$ cat config.mk
export PLATFORM = sky130hd
export DESIGN_NAME = l17_loop_sched
export DESIGN_NICKNAME = d
export VERILOG_FILES = /design/src/rtl/l17_pkg.sv /design/src/rtl/l17_wrap_cnt.sv /design/src/rtl/l17_loop_sched.sv
export SDC_FILE = /design/constraint.sdc
export NUM_CORES = 1
export LEC_CHECK = 0
export BUFFER_PORTS_ARGS = -buffer_cell sky130_fd_sc_hd__buf_2
export CAP_MARGIN = 25
export CELL_PAD_IN_SITES_DETAIL_PLACEMENT = 0
export CELL_PAD_IN_SITES_GLOBAL_PLACEMENT = 1
export CORE_MARGIN = 1
export CORE_UTILIZATION = 33
export DETAILED_ROUTE_END_ITERATION = 8
export PLACE_DENSITY_LB_ADDON = 0.1
export SYNTH_ARGS = -nofsm -noshare
export SYNTH_HDL_FRONTEND = slang
export SYNTH_SLANG_ARGS = --single-unit
$ cat constraint.sdc
create_clock -name clk -period 2.9 [get_ports clk]
set_clock_uncertainty 0.1 [all_clocks]
set_input_delay 0.435 -clock clk [delete_from_list [all_inputs] [get_ports clk]]
set_output_delay 0.435 -clock clk [all_outputs]
set_load 0.05 [all_outputs]
$ cat src/rtl/l17_pkg.sv
// Shared types for the L17 loop scheduler: FSM states, loop modes and the z-limit lookup.
package l17_pkg;

    typedef enum logic [1:0] {
        ST_IDLE = 2'd0,
        ST_RUN  = 2'd1,
        ST_DONE = 2'd2
    } state_e;

    localparam logic [2:0] MODE_0 = 3'd0;
    localparam logic [2:0] MODE_1 = 3'd1;
    localparam logic [2:0] MODE_2 = 3'd2;
    localparam logic [2:0] MODE_3 = 3'd3;
    localparam logic [2:0] MODE_4 = 3'd4;

    // Out-of-range modes fold onto mode 0.
    function automatic logic [2:0] mode_norm(input logic [2:0] m);
        return (m > MODE_4) ? MODE_0 : m;
    endfunction

    // Returns ZLIM-1 so the limit fits the 4-bit z counter.
    function automatic logic [3:0] zlim_max(input logic [2:0] m);
        case (m)
            MODE_1:         return 4'd7;
            MODE_2:         return 4'd3;
            MODE_3, MODE_4: return 4'd7;
            default:        return 4'd15;
        endcase
    endfunction

endpackage

$ cat src/rtl/l17_wrap_cnt.sv
// 4-bit wrapping counter with enable, synchronous clear and a runtime maximum.
module l17_wrap_cnt (
    input  logic       clk,
    input  logic       rst,
    input  logic       clr,
    input  logic       en,
    input  logic [3:0] max,
    output logic [3:0] cnt,
    output logic       at_max
);

    assign at_max = (cnt == max);

    always_ff @(posedge clk) begin
        if (rst || clr) begin
            cnt <= 4'd0;
        end else if (en) begin
            cnt <= at_max ? 4'd0 : cnt + 4'd1;
        end
    end

endmodule

$ cat src/rtl/l17_loop_sched.sv
// Three-level loop scheduler (l innermost, then z, then o) with valid/ready beats.
// Optional stall counter output is enabled by defining L17_SCHED_PERF_EN.
module l17_loop_sched
    import l17_pkg::*;
#(
    parameter int L_LEN   = 9,
    parameter int OUT_LEN = 4
) (
    input  logic        clk,
    input  logic        rst,
    input  logic        start,
    input  logic [2:0]  mode,
    input  logic        abort,
    input  logic        pe_ready,
    output logic        beat_valid,
    output logic [3:0]  l_idx,
    output logic [3:0]  z,
    output logic [3:0]  o_idx,
    output logic        l_zero,
    output logic        z_zero,
    output logic        last,
    output logic        u_1_2,
    output logic        busy,
    output logic        done,
`ifdef L17_SCHED_PERF_EN
    output logic [15:0] stall_cnt,
`endif
    output state_e      state_dbg
);

    // Handshake: a beat is consumed on a rising edge where beat_valid and pe_ready
    // are both high and abort is low; otherwise every index and flag holds.

    localparam logic [3:0] L_MAX   = 4'(L_LEN - 1);
    localparam logic [4:0] O_LIMIT = 5'(OUT_LEN);

    state_e     state;
    logic [2:0] mode_q;
    logic [2:0] mode_in;
    logic       start_acc;
    logic       abort_run;
    logic       consume;
    logic       idx_clr;
    logic       l_wrap;
    logic       z_wrap;
    logic [4:0] o_step;
    logic [4:0] o_next;

    assign mode_in   = mode_norm(mode);
    assign start_acc = (state == ST_IDLE) && start;
    assign abort_run = (state == ST_RUN) && abort;
    assign consume   = beat_valid && pe_ready && !abort_run;
    assign idx_clr   = start_acc || abort_run;

    l17_wrap_cnt u_l_cnt (
        .clk    (clk),
        .rst    (rst),
        .clr    (idx_clr),
        .en     (consume),
        .max    (L_MAX),
        .cnt    (l_idx),
        .at_max (l_wrap)
    );

    l17_wrap_cnt u_z_cnt (
        .clk    (clk),
        .rst    (rst),
        .clr    (idx_clr),
        .en     (consume && l_zero),
        .max    (zlim_max(mode_q)),
        .cnt    (z),
        .at_max (z_wrap)
    );

    // Modes 3/4 walk o_idx in strides of two; the pass ends once the next step overshoots.
    assign o_step = ((mode_q == MODE_3) || (mode_q == MODE_4)) ? 5'd2 : 5'd1;
    assign o_next = {1'b0, o_idx} + o_step;

    assign l_zero = beat_valid && l_wrap;
    assign z_zero = l_zero && z_wrap;
    assign last   = z_zero && (o_next >= O_LIMIT);

    always_comb begin
        u_1_2 = 1'b0;
        if (mode_q == MODE_1) begin
            u_1_2 = !z_zero;
        end else if (mode_q == MODE_0) begin
            u_1_2 = z_zero;
        end
    end

    assign state_dbg = state;

    always_ff @(posedge clk) begin
        if (rst) begin
            state      <= ST_IDLE;
            mode_q     <= MODE_0;
            o_idx      <= 4'd0;
            beat_valid <= 1'b0;
            busy       <= 1'b0;
            done       <= 1'b0;
        end else begin
            case (state)
                ST_IDLE: begin
                    if (start) begin
                        state      <= ST_RUN;
                        mode_q     <= mode_in;
                        o_idx      <= (mode_in == MODE_4) ? 4'd1 : 4'd0;
                        beat_valid <= 1'b1;
                        busy       <= 1'b1;
                    end
                end
                ST_RUN: begin
                    if (abort || (consume && last)) begin
                        state      <= ST_DONE;
                        o_idx      <= 4'd0;
                        beat_valid <= 1'b0;
                        done       <= 1'b1;
                    end else if (consume && z_zero) begin
                        o_idx <= o_next[3:0];
                    end
                end
                ST_DONE: begin
                    state <= ST_IDLE;
                    busy  <= 1'b0;
                    done  <= 1'b0;
                end
                default: begin
                    state      <= ST_IDLE;
                    beat_valid <= 1'b0;
                    busy       <= 1'b0;
                    done       <= 1'b0;
                end
            endcase
        end
    end

`ifdef L17_SCHED_PERF_EN
    always_ff @(posedge clk) begin
        if (rst || start_acc) begin
            stall_cnt <= 16'd0;
        end else if ((state == ST_RUN) && !pe_ready && (stall_cnt != 16'hFFFF)) begin
            stall_cnt <= stall_cnt + 16'd1;
        end
    end
`endif

endmodule

# Word level (Yosys, flattened, before mapping)
# Cells that the tools add are included.
word_totals:
  register_bits: 20
  in_bits: 8
  out_inout_bits: 21
  elab_cells: 75
classes:
  n_addsub: 3
  order_cmp: 2
  eq_ne: 12
  muxes: 21
  bitwise: 3
  reduce_logical: 26
op_table:
  columns: ["cell", "n"]
  rows:
  - ["4-bit two-way mux", 5]
  - ["4-bit one-hot mux with 2 select lines", 2]
  - ["1-bit logical AND", 10]
  - ["4-bit by 1-bit adder with 4-bit output, second input constant", 2]
  - ["2-bit AND reduction", 4]
  - ["3-bit by 2-bit == test with 1-bit output, second input constant", 2]
  - ["3-bit == test, second input constant", 2]
  - ["1-bit two-way mux", 6]
  - ["2-bit two-way mux", 3]
  - ["3-bit AND reduction", 2]
  - ["4-bit by 2-bit adder with 5-bit output", 1]
  - ["5-bit by 3-bit >= comparator with 1-bit output, second input constant", 1]
  - ["4-bit == test", 1]
  - ["4-bit == test, second input constant", 1]
  - ["1-bit logical OR", 4]
  - ["1-bit one-hot mux with 2 select lines", 2]
  - ["2-bit one-hot mux with 2 select lines", 1]
  - ["3-bit by 1-bit == test with 1-bit output, second input constant", 1]
  - ["3-bit greater-than comparator, second input constant", 1]
  - ["3-bit logical NOT", 1]
  - ["3-bit two-way mux", 1]
  - ["3-bit by 1-bit != test with 1-bit output, second input constant", 1]
  - ["1-bit inverter", 3]
  - ["1-bit one-hot mux with 3 select lines", 1]
  - ["8 further kinds", 9]

# Longest topological paths before layout
# Gate-level depths: netlist (run 1).
depth:
  ltp_word: 10
  mapped_depth: 11
  depth_no_buf: 10

# Cells and area by module
# A second synthesis (run 1) with hierarchy kept.
hier_totals:
  hier_cells: 146
  hier_area_um2: 1333.8
modules_own_cells:
  columns: ["mod", "instances", "cells_each", "area_each_um2", "seq_area_each_um2"]
  rows:
  - ["l17_loop_sched", 1, 90, 780.7, 240.2]
  - ["l17_wrap_cnt", 2, 28, 276.5, 80.1]

# Worst setup path after synthesis (run 1)
# No wires, ideal clock.
synth_path:
  path_type: "flip-flop to output port"
  startpoint: "reg u_l_cnt.cnt[0]"
  endpoint: "out u_1_2"
  arrival_ns: 3.444
  required_time_ns: 2.365
  path_slack_ns: -1.079
  path_stages_with_launch: 9
  n_path_buf: 1
  cell_sequence: "dfxtp_1 -> inv_1 -> ha_1 -> and3b_1 -> buf_2 -> and2_1 -> nor4b_4 -> xnor2_1 -> nor3_1"
synth_via:
  elab_chain_len: 5
  elab_cells_between_ends: 6
  classes_between: "1 x eq/ne; 2 x mux; 3 x reduce/logical"
synth_rtl:
  columns: ["item", "line_no", "rtl"]
  rows:
  - ["start, declared", "l17_wrap_cnt.sv:8", "output logic [3:0] cnt,"]
  - ["start signal, assigned", "l17_wrap_cnt.sv:18", "cnt <= at_max ? 4'd0 : cnt + 4'd1;"]
  - ["4-bit == test (*)", "l17_wrap_cnt.sv:12", "assign at_max = (cnt == max);"]
  - ["1-bit logical AND (*)", "l17_loop_sched.sv:79", "assign l_zero = beat_valid && l_wrap;"]
  - ["via l_zero", "l17_loop_sched.sv:19", "output logic l_zero,"]
  - ["1-bit logical AND (*)", "l17_loop_sched.sv:80", "assign z_zero = l_zero && z_wrap;"]
  - ["via z_zero", "l17_loop_sched.sv:20", "output logic z_zero,"]
  - ["1-bit two-way mux / 1-bit logical NOT (equally long branches)", "l17_loop_sched.sv:87, l17_loop_sched.sv:86", null]
  - ["1-bit two-way mux (*)", "l17_loop_sched.sv:85", "if (mode_q == MODE_1) begin"]
  - ["end, declared", "l17_loop_sched.sv:22", "output logic u_1_2,"]
# The timed path passes the listed nets; every way through them passes the cells marked *.

# Worst setup path after layout (run 1)
layout_path:
  startpoint: "reg mode_q[1]"
  endpoint: "out last"
layout_via:
  elab_chain_len: 6
  elab_cells_between_ends: 13
  classes_between: "1 x add/sub; 1 x order compare; 5 x eq/ne; 2 x mux; 4 x reduce/logical"
layout_rtl:
  columns: ["item", "line_no", "rtl"]
  rows:
  - ["start, declared", "l17_loop_sched.sv:38", "logic [2:0] mode_q;"]
  - ["start signal, assigned", "l17_loop_sched.sv:107", "mode_q <= mode_in;"]
  - ["3-bit by 2-bit == test with 1-bit output (tied with other cells)", "l17_pkg.sv:23, l17_loop_sched.sv:76", null]
  - ["1-bit logical OR / 3-bit OR reduction (equally long branches)", null, null]
  - ["2-bit two-way mux / 4-bit one-hot mux with 2 select lines (equally long branches)", "l17_loop_sched.sv:76, l17_pkg.sv:23", null]
  - ["4-bit by 2-bit adder with 5-bit output / 4-bit == test (equally long branches)", "l17_loop_sched.sv:77, l17_wrap_cnt.sv:12", null]
  - ["5-bit by 3-bit >= comparator with 1-bit output / 1-bit logical AND (equally long branches)", "l17_loop_sched.sv:81, l17_loop_sched.sv:80", null]
  - ["1-bit logical AND (*)", "l17_loop_sched.sv:81", "assign last = z_zero && (o_next >= O_LIMIT);"]
  - ["end, declared", "l17_loop_sched.sv:21", "output logic last,"]
# Mark *: on every way between the ends. The rest lies on a longest branch, timed or not.

==> impl_metrics.toml, run 1 <==
[route]
vias = 1120
drt_iter0_drc = 51
via_per_inst = 5.19
route.antenna.remaining_nets = 0
routedWlPerCell_um = 13.1
first_pass_iters = 4
drc_errors = 0
routed_wl_mm = 2.84

[die]
rows = 21
core-area_sq_um = 3340
dieHeight_um = 61.2
ios = 29
design.die.area_sq_um = 3740
initial_utilization_pct = 34.6
fp.dieW_um = 61.2

[power_and_ir_drop]
p_leak_nw = 0.623
combinationalPowerShare_pct = 17.6
p_seq_share_pct = 49.2
p_switching_uw = 168
ir_worst_vdd_mv = 0.234
netSwitchingFraction_pct = 28.5
pwr-share-clk_pct = 33.2
p_int_uw = 422
powerDensity_nw_per_um2 = 385

[synthesis]
syn_area_sq_um = 1150
synth_edf_count = 0
yosysTopAreaCell = "dfxtp_1"
syn_avg_cell_area_sq_um = 8.75
syn_inst = 132
ys_seq_area_share_pct = 34.7
yosysUniqueCellTypes = 46
syn_nets = 146
ys.flop_type = "dfxtp_1"
synth_seq_cells = 20
synth.top_cell.area_share_pct = 34.7
yosys_warnings = 0
synthArstFlopShare_pct = 0
synth_most_common_cell = "dfxtp_1"
synth_common_cells = "dfxtp_1 (20), nand2_1 (13), nor2_1 (13)"
synth.area.top_cells = "dfxtp_1 (35%), ha_1 (5.4%), a21oi_1 (4.8%)"

[global_route]
track_usage_pct = 16.0
grt_max_degree = 14
antenna_found_initial = 0
grt_pass1_vias = 946
overflow = 0
grt_first_pass_wirelength_mm = 4.38

[placement]
port_buffers = 28
post-dp-hpwl_mm = 2.14
place.gp.congestion = 0.788
place_area_sq_um = 1420
dpl.cell_count = 208
post-place-ws_ns = 0.121

[finish]
multi_input_area_sq_um = 758
final_util_pct = 45.9
syn_to_final_growth_pct = 32.6
fillCellCount = 349
final_area_sq_um = 1530
finish.net_count = 185
num_antenna_cells = 0
instances_no_fill = 216
drive_gt1_share_pct = 39.4
register_area_sq_um = 418

[critical_path]
start_kind = "flop"
reg2reg_slack_ns = 0.38
crit_path_end_kind = "output pin"
crit_fanout = 4
cp.arrival_ns = 2.25
required_ns = 2.37
crit_type = "reg2out"

[sta]
finalSetupViolations = 0
slew_viol_final = 0
hold_viol_final = 0
min_period_ns = 2.79
worst_slew_pin_slew_ns = 0.388
clock.fmax_mhz = 359
relSlewSlack_pct = 73.8
rsz0062_at_grt = "false"
fin_crit_sh_pct = 96.1
fin_ws_ns = 0.113

[clocking]
numCtsBuffers = 3
clk-insertion-delay-late_ns = 0.31
clockBufferDepth = 2
cts_root_buf = "clkbuf_4"
h-tree-depth = 1
clkTransAtPathRegs_ns = 0.12
cts_sinks = 20
cts_tree = "done"

[status]
status = "completed"

[hold_path]
hold_path.class = "in2reg"

[flow_run]
maxCapViolations = 0
-- final timing paths --
path,startpoint,end,cells after the start
worst min register to register,done$_SDFFE_PP0P_,done$_SDFFE_PP0P_,2
worst max register to register,mode_q[1]$_SDFFE_PP0P_,o_idx[0]$_SDFFE_PP0P_,12
worst max-delay path,mode_q[1]$_SDFFE_PP0P_,last,9
worst min-delay path,mode[0],mode_q[0]$_SDFFE_PP0P_,3
-- routing by layer --
metal	track usage, %	share of wire [%]
met4	3.90	0.85
met1	21.5	47
met5	0	0
met3	4.41	4.3
met2	25.5	47
-- placed cells by master (no fill, tap or decap), types with 3 or more instances in the layout --
cell	synthesis	routed
o21ai_0	4	4
nand2_1	13	13
buf_2	2	26
mux2i_1	3	3
dfxtp_2	0	5
nand3_1	5	5
dfxtp_1	20	12
nor2_1	13	13
dfxtp_4	0	3
ha_1	5	4
nor3_1	4	3
clkbuf_4	0	4
a21oi_1	11	11
a311oi_1	4	4
inv_2	1	3
buf_4	0	10
inv_1	5	3
-- timing repair --
item	CTS	global route
hold buffers	0	0
pin swaps	1	3
setup buffers	2	2
endpoints found under the setup margin	1	2
gates resized for setup	2	10
-- layout make-up --
cell class,instances,area share [%]
multi-input combinational,102,49.5
inverter,6,1.47
sequential,20,27.3
clock buffer,4,3.10
timing repair buffer,38,14.9
tap,46,3.76
-- stage by stage --
stage | power, mW | hold slack (ns) | setup TNS, ns
final | 0.590 | 0.277 | 0
after global routing | 0.624 | 0.251 | 0
after CTS | 0.594 | 0.287 | 0
after detailed placement | 0.398 | 0.350 | 0
after global placement | 0.398 | 0.331 | 0
after floorplan | 0.369 | 0.427 | -0.111
-- registers in the layout, indices dropped and copies added, names as in the netlist --
signal and count:
beat_valid 1, busy 1, done 1, mode_q 3
o_idx 4, state_dbg 2, u_l_cnt.cnt 4, u_z_cnt.cnt 4
-- worst max-delay path, cell delays in order, from the launching register on --
cell      delay, ns
dfxtp_4        0.38
nor3b_4        0.20
a21o_1         0.12
inv_1          0.05
ha_2           0.18
fa_2           0.33
nor4bb_1       0.15
a21oi_1        0.21
and2_4         0.19
buf_8          0.14
-- kinds of logic after synthesis --
group,Yosys count,synth area share [%]
flip-flops,20,34.7
AND/OR/NAND/NOR,59,29.6
buffers and inverters,10,3.47
adder cells (fa/ha/maj),6,7.15
AO/OA/AOI/OAI,33,21.8
multiplexers,3,2.60
XOR/XNOR,1,0.759
-- power groups by stage --
stage	sequential, mW	combinational, mW	clock (mW)
2_1_floorplan	0.320	0.0492	0
3_3_place_gp	0.297	0.100	0
3_5_place_dp	0.298	0.100	0
4_1_cts	0.292	0.101	0.201
5_1_grt	0.292	0.114	0.218
6_report	0.291	0.104	0.196
(Power assumes the default switching activity.)
==> run 2, diff against run 1 <==
- ABC_AREA: unset -> 0
- MAX_ROUTING_LAYER: unset -> met4
- clock period: 2.9 -> 2.35 ns (I/O delays scaled with it)
==> run 2 against run 1 <==
Net effect:
- first-iteration DRC count fell by 45%
- sequential power grew 24%
- largest cell class unchanged
- critical path depth unchanged
- sequential share of layout area down 2.2 points
- cell count is 2.8% higher
- the run now ends with negative setup slack left
- count of clock-buffer cells in the layout is the same
==> impl_metrics.toml, run 2 (synthesized netlist as in run 1, its figures left out) <==
[hold_path]
hold_path.class = "in2reg"

[global_route]
track_usage_pct = 17.5
overflow = 0
busiest_layer = "met2"
grt_pass1_vias = 1043
met3_usage_pct = 4.20
met2_usage_pct = 30.0
met1_usage_pct = 20.4
grt_first_pass_wirelength_mm = 4.69
antenna_found_initial = 0
grt_max_degree = 14

[die]
dieHeight_um = 61.2
rows = 21
design.die.area_sq_um = 3740
core-area_sq_um = 3340
ios = 29
initial_utilization_pct = 34.6
fp.dieW_um = 61.2

[finish]
final_area_sq_um = 1670
mostFrequentLayoutCell = "buf_2"
register_area_sq_um = 418
largestRegisters = "o_idx (4), u_l_cnt.cnt (4), u_z_cnt.cnt (4)"
num_antenna_cells = 0
syn_to_final_growth_pct = 44.2
multi_input_area_sq_um = 830
drive_gt1_share_pct = 46.0
finish.net_count = 191
mostFrequentLayoutCells = "buf_2 (25), buf_4 (15), nand2_1 (13), nor2_1 (13), dfxtp_1 (12)"
fillCellCount = 337

[sta]
worst_slew_pin_slew_ns = 0.373
relSlewSlack_pct = 74.9
finalSetupTns_ns = -0.402
hold_viol_final = 0
fin_ws_ns = -0.268
finalSetupViolations = 3
rsz0062_at_grt = "true"
clock.fmax_mhz = 382
slew_viol_final = 0
min_period_ns = 2.62
fin_crit_sh_pct = 111

[clocking]
h-tree-depth = 1
clk-insertion-delay-late_ns = 0.31
cts_tree = "done"
numCtsBuffers = 3
cts_root_buf = "clkbuf_4"
clockBufferDepth = 2
clkTransAtPathRegs_ns = 0.13
cts_sinks = 20

[route]
drc_errors = 0
drt_iter0_drc = 28
first_pass_iters = 4
via_per_inst = 5.10
routedWlPerCell_um = 13.4
route.antenna.remaining_nets = 0
vias = 1132
routed_wl_mm = 2.97

[power_and_ir_drop]
p_switching_uw = 214
pwr-share-clk_pct = 32.7
ir_worst_vdd_mv = 0.249
p_seq_share_pct = 48.3
combinationalPowerShare_pct = 19.1
powerDensity_nw_per_um2 = 447
p_int_uw = 531
totalPowerFinal_uw = 745
netSwitchingFraction_pct = 28.8
p_leak_nw = 0.663

[critical_path]
cp.arrival_ns = 2.17
start_kind = "flop"
crit_path_end_kind = "output pin"
required_ns = 1.90
crit_type = "reg2out"
crit_fanout = 4

[status]
status = "complete, but fails checks"
violations = "negative setup slack"

[placement]
post-dp-hpwl_mm = 2.20
port_buffers = 28
post-place-ws_ns = -0.121
place_area_sq_um = 1450
place.gp.congestion = 0.777

[flow_run]
maxCapViolations = 0
==> run 2: worst max-delay path, cell delays in order (launching register included) <==
cell	delay, ns
dfxtp_2	0.38
nor3b_4	0.20
a21o_1	0.13
inv_2	0.05
ha_4	0.15
fa_2	0.33
nor4bb_4	0.16
a21oi_2	0.14
and2_4	0.16
buf_8	0.14
==> run 2: final cells by class <==
type | count | area share, %
Multi-Input combinational cell | 102 | 49.8
Sequential cell | 20 | 25.1
Timing Repair Buffer | 44 | 17.4
Tap cell | 46 | 3.46
Clock buffer | 4 | 2.85
Inverter | 6 | 1.35
==> run 2: through the flow <==
step | util, % | instances | hold slack [ns]
after floorplan | - | 132 | 0.409
after global placement | 43.5 | 211 | 0.333
after detailed placement | 43.5 | 211 | 0.340
after CTS | 48.6 | 221 | 0.214
after global routing | 49.9 | 222 | 0.210
final | 49.9 | 222 | 0.206
==> run 2: path summary, 6_finish.rpt <==
path / start / to / cells past startpoint / slack, ns
setup reg to reg: mode_q[2]$_SDFFE_PP0P_ / o_idx[0]$_SDFFE_PP0P_ / 11 / 0.06
hold reg to reg: done$_SDFFE_PP0P_ / done$_SDFFE_PP0P_ / 2 / 0.37
setup / recovery: mode_q[2]$_SDFFE_PP0P_ / last / 9 / -0.27
hold / removal: mode[0] / mode_q[0]$_SDFFE_PP0P_ / 3 / 0.21
==> run 2: what timing repair did <==
action | 4_1_cts | 5_1_grt
hold buffers | 0 | 0
pin swaps | 11 | 4
gates resized for setup | 22 | 6
setup buffers | 8 | 1
endpoints found under the hold margin | 0 | 0
endpoints found under the setup margin | 8 | 8
==> run 2: power by group through the flow <==
| stage | Combinational, mW | Sequential [mW] | Clock, mW |
|---|---|---|---|
| 6_report | 0.142 | 0.360 | 0.243 |
| 5_1_grt | 0.155 | 0.362 | 0.265 |
| 4_1_cts | 0.138 | 0.360 | 0.249 |
| 3_5_place_dp | 0.127 | 0.367 | 0 |
| 3_3_place_gp | 0.128 | 0.367 | 0 |
| 2_1_floorplan | 0.0617 | 0.395 | 0 |
==> run 2: layer usage <==
metal	share of wire (%)	routed length [um]	vias up
li1	-	-	571
met2	48	1420	23
met4	2.2	65	0
met1	46	1370	532
met3	3.7	111	6
met5	0	0	-
==> run 3, diff against run 2 <==
- RECOVER_POWER: unset -> 100
==> run 3 against run 2 <==
Net effect:
- the run still ends with negative setup slack left
- register-to-register slack hardly changed
- wire length down 0.47%
- sequential share of layout area up 0.27 points
- critical path depth unchanged
- via count rose by 0.27%
- largest cell class unchanged
- highest routed layer unchanged
==> impl_metrics.toml, run 3 (synthesized netlist as in run 1, its figures left out) <==
[power_and_ir_drop]
totalPowerFinal_uw = 744
p_leak_nw = 0.604
ir_worst_vdd_mv = 0.249
powerDensity_nw_per_um2 = 451

[route]
routedWlPerCell_um = 13.3
route.antenna.remaining_nets = 0
vias = 1135
first_pass_iters = 4
via_per_inst = 5.11
drt_iter0_drc = 19
drc_errors = 0
routed_wl_mm = 2.95

[clocking]
h-tree-depth = 1
cts_tree = "done"
clkTransAtPathRegs_ns = 0.13
cts_sinks = 20
clk-insertion-delay-late_ns = 0.31
clockBufferDepth = 2
cts_root_buf = "clkbuf_4"
hold_buffers = 0
numCtsBuffers = 3

[die]
core-area_sq_um = 3340
dieHeight_um = 61.2
ios = 29
rows = 21
design.die.area_sq_um = 3740
fp.dieW_um = 61.2
initial_utilization_pct = 34.6

[critical_path]
critical_path.top_delay_family = "simple AND/OR/NAND/NOR gates"
max_stage_delay_ns = 0.38
crit_fanout = 4
cpMaxStageDelayCell = "dfxtp_2"
crit_path_cell_trace = "nor3b_4, a21o_1, inv_2, ha_4, fa_2, nor4bb_4, a21oi_2, and2_4, buf_8"
crit_buf_inv = 2
cp.arrival_ns = 2.17
start_kind = "flop"
crit_type = "reg2out"
crit_path_end_kind = "output pin"
required_ns = 1.90

[sta]
clock.fmax_mhz = 382
fin_ws_ns = -0.270
rsz0062_at_grt = "true"
min_period_ns = 2.62
worst_slew_pin_slew_ns = 0.599
hold_viol_final = 0
slew_viol_final = 0
fin_crit_sh_pct = 111
finalSetupViolations = 3
relSlewSlack_pct = 60.2

[placement]
place_area_sq_um = 1450
post-dp-hpwl_mm = 2.20
post-place-ws_ns = -0.121
port_buffers = 28
place.gp.congestion = 0.777

[flow_run]
maxCapViolations = 0

[finish]
num_antenna_cells = 0
finish.net_count = 191
register_area_sq_um = 418
final_area_sq_um = 1650
multi_input_area_sq_um = 830
mostFrequentLayoutCell = "buf_4"
mostFrequentLayoutCells = "buf_4 (15), clkbuf_1 (14), nand2_1 (13), nor2_1 (13), dfxtp_1 (12)"
drive_gt1_share_pct = 38.1
fillCellCount = 339
largestRegisters = "o_idx (4), u_l_cnt.cnt (4), u_z_cnt.cnt (4)"
syn_to_final_growth_pct = 42.7

[global_route]
antenna_found_initial = 0
grt_first_pass_wirelength_mm = 4.69
track_usage_pct = 17.5
overflow = 0
grt_max_degree = 14
grt_pass1_vias = 1043

[status]
status = "complete, but fails checks"
violations = "negative setup slack"

[hold_path]
hold_path.class = "in2reg"
[run 3: cell count changes in the layout (fill, tap and decap cells not counted)]
cell	previous run	this run
buf_2	25	11
clkbuf_1	0	14
[run 3: what timing repair did]
action                     in CTS  in global routing
gates resized for setup        22                  6
setup endpoints to repair       8                  8
pin swaps                      11                  4
hold endpoints to repair        0                  0
setup buffers                   8                  1
[run 3: area by class of cell]
class,count,area share [%]
multi-input combinational,102,50.3
sequential,20,25.4
timing repair buffer,44,16.6
tap,46,3.49
clock buffer,4,2.89
inverter,6,1.37
[run 3: worst paths after layout]
| path | from | to | slack, ns | depth (start not counted) |
|---|---|---|---|---|
| worst max register to register | mode_q[2]$_SDFFE_PP0P_ | o_idx[0]$_SDFFE_PP0P_ | 0.06 | 11 |
| worst max-delay path | mode_q[2]$_SDFFE_PP0P_ | last | -0.27 | 9 |
| worst min register to register | done$_SDFFE_PP0P_ | done$_SDFFE_PP0P_ | 0.37 | 2 |
| worst min-delay path | mode[0] | mode_q[0]$_SDFFE_PP0P_ | 0.21 | 3 |
[run 3: metrics by stage]
stage / TNS (ns) / hold WS [ns] / util [%] / cells
5_1_grt: -0.867 / 0.210 / 49.4 / 222
3_5_place_dp: -0.276 / 0.340 / 43.5 / 211
6_report: -0.406 / 0.205 / 49.4 / 222
4_1_cts: -0.475 / 0.214 / 48.6 / 221
3_3_place_gp: -0.0720 / 0.333 / 43.5 / 211
2_1_floorplan: -0.974 / 0.409 / - / 132
[run 3: tightest hold or removal path: stages]
cell      delay [ns]
buf_2           0.11
nand3b_1        0.07
a21oi_1         0.06
[run 3: metal layers]
layer | global-route usage [%] | up-vias | wire length, um
met1 | 20.4 | 535 | 1360
met4 | 4.87 | 0 | 65
met5 | - | - | 0
li1 | - | 571 | -
met3 | 4.20 | 6 | 111
met2 | 30.0 | 23 | 1420
[run 3: power breakdown]
part           leakage (nW)  total (mW)  switching [mW]  internal [mW]
Sequential            0.167       0.360          0.0128          0.347
Combinational         0.410       0.140          0.0884         0.0516
Clock                0.0261       0.244           0.114          0.130
Total                 0.604       0.744           0.215          0.529
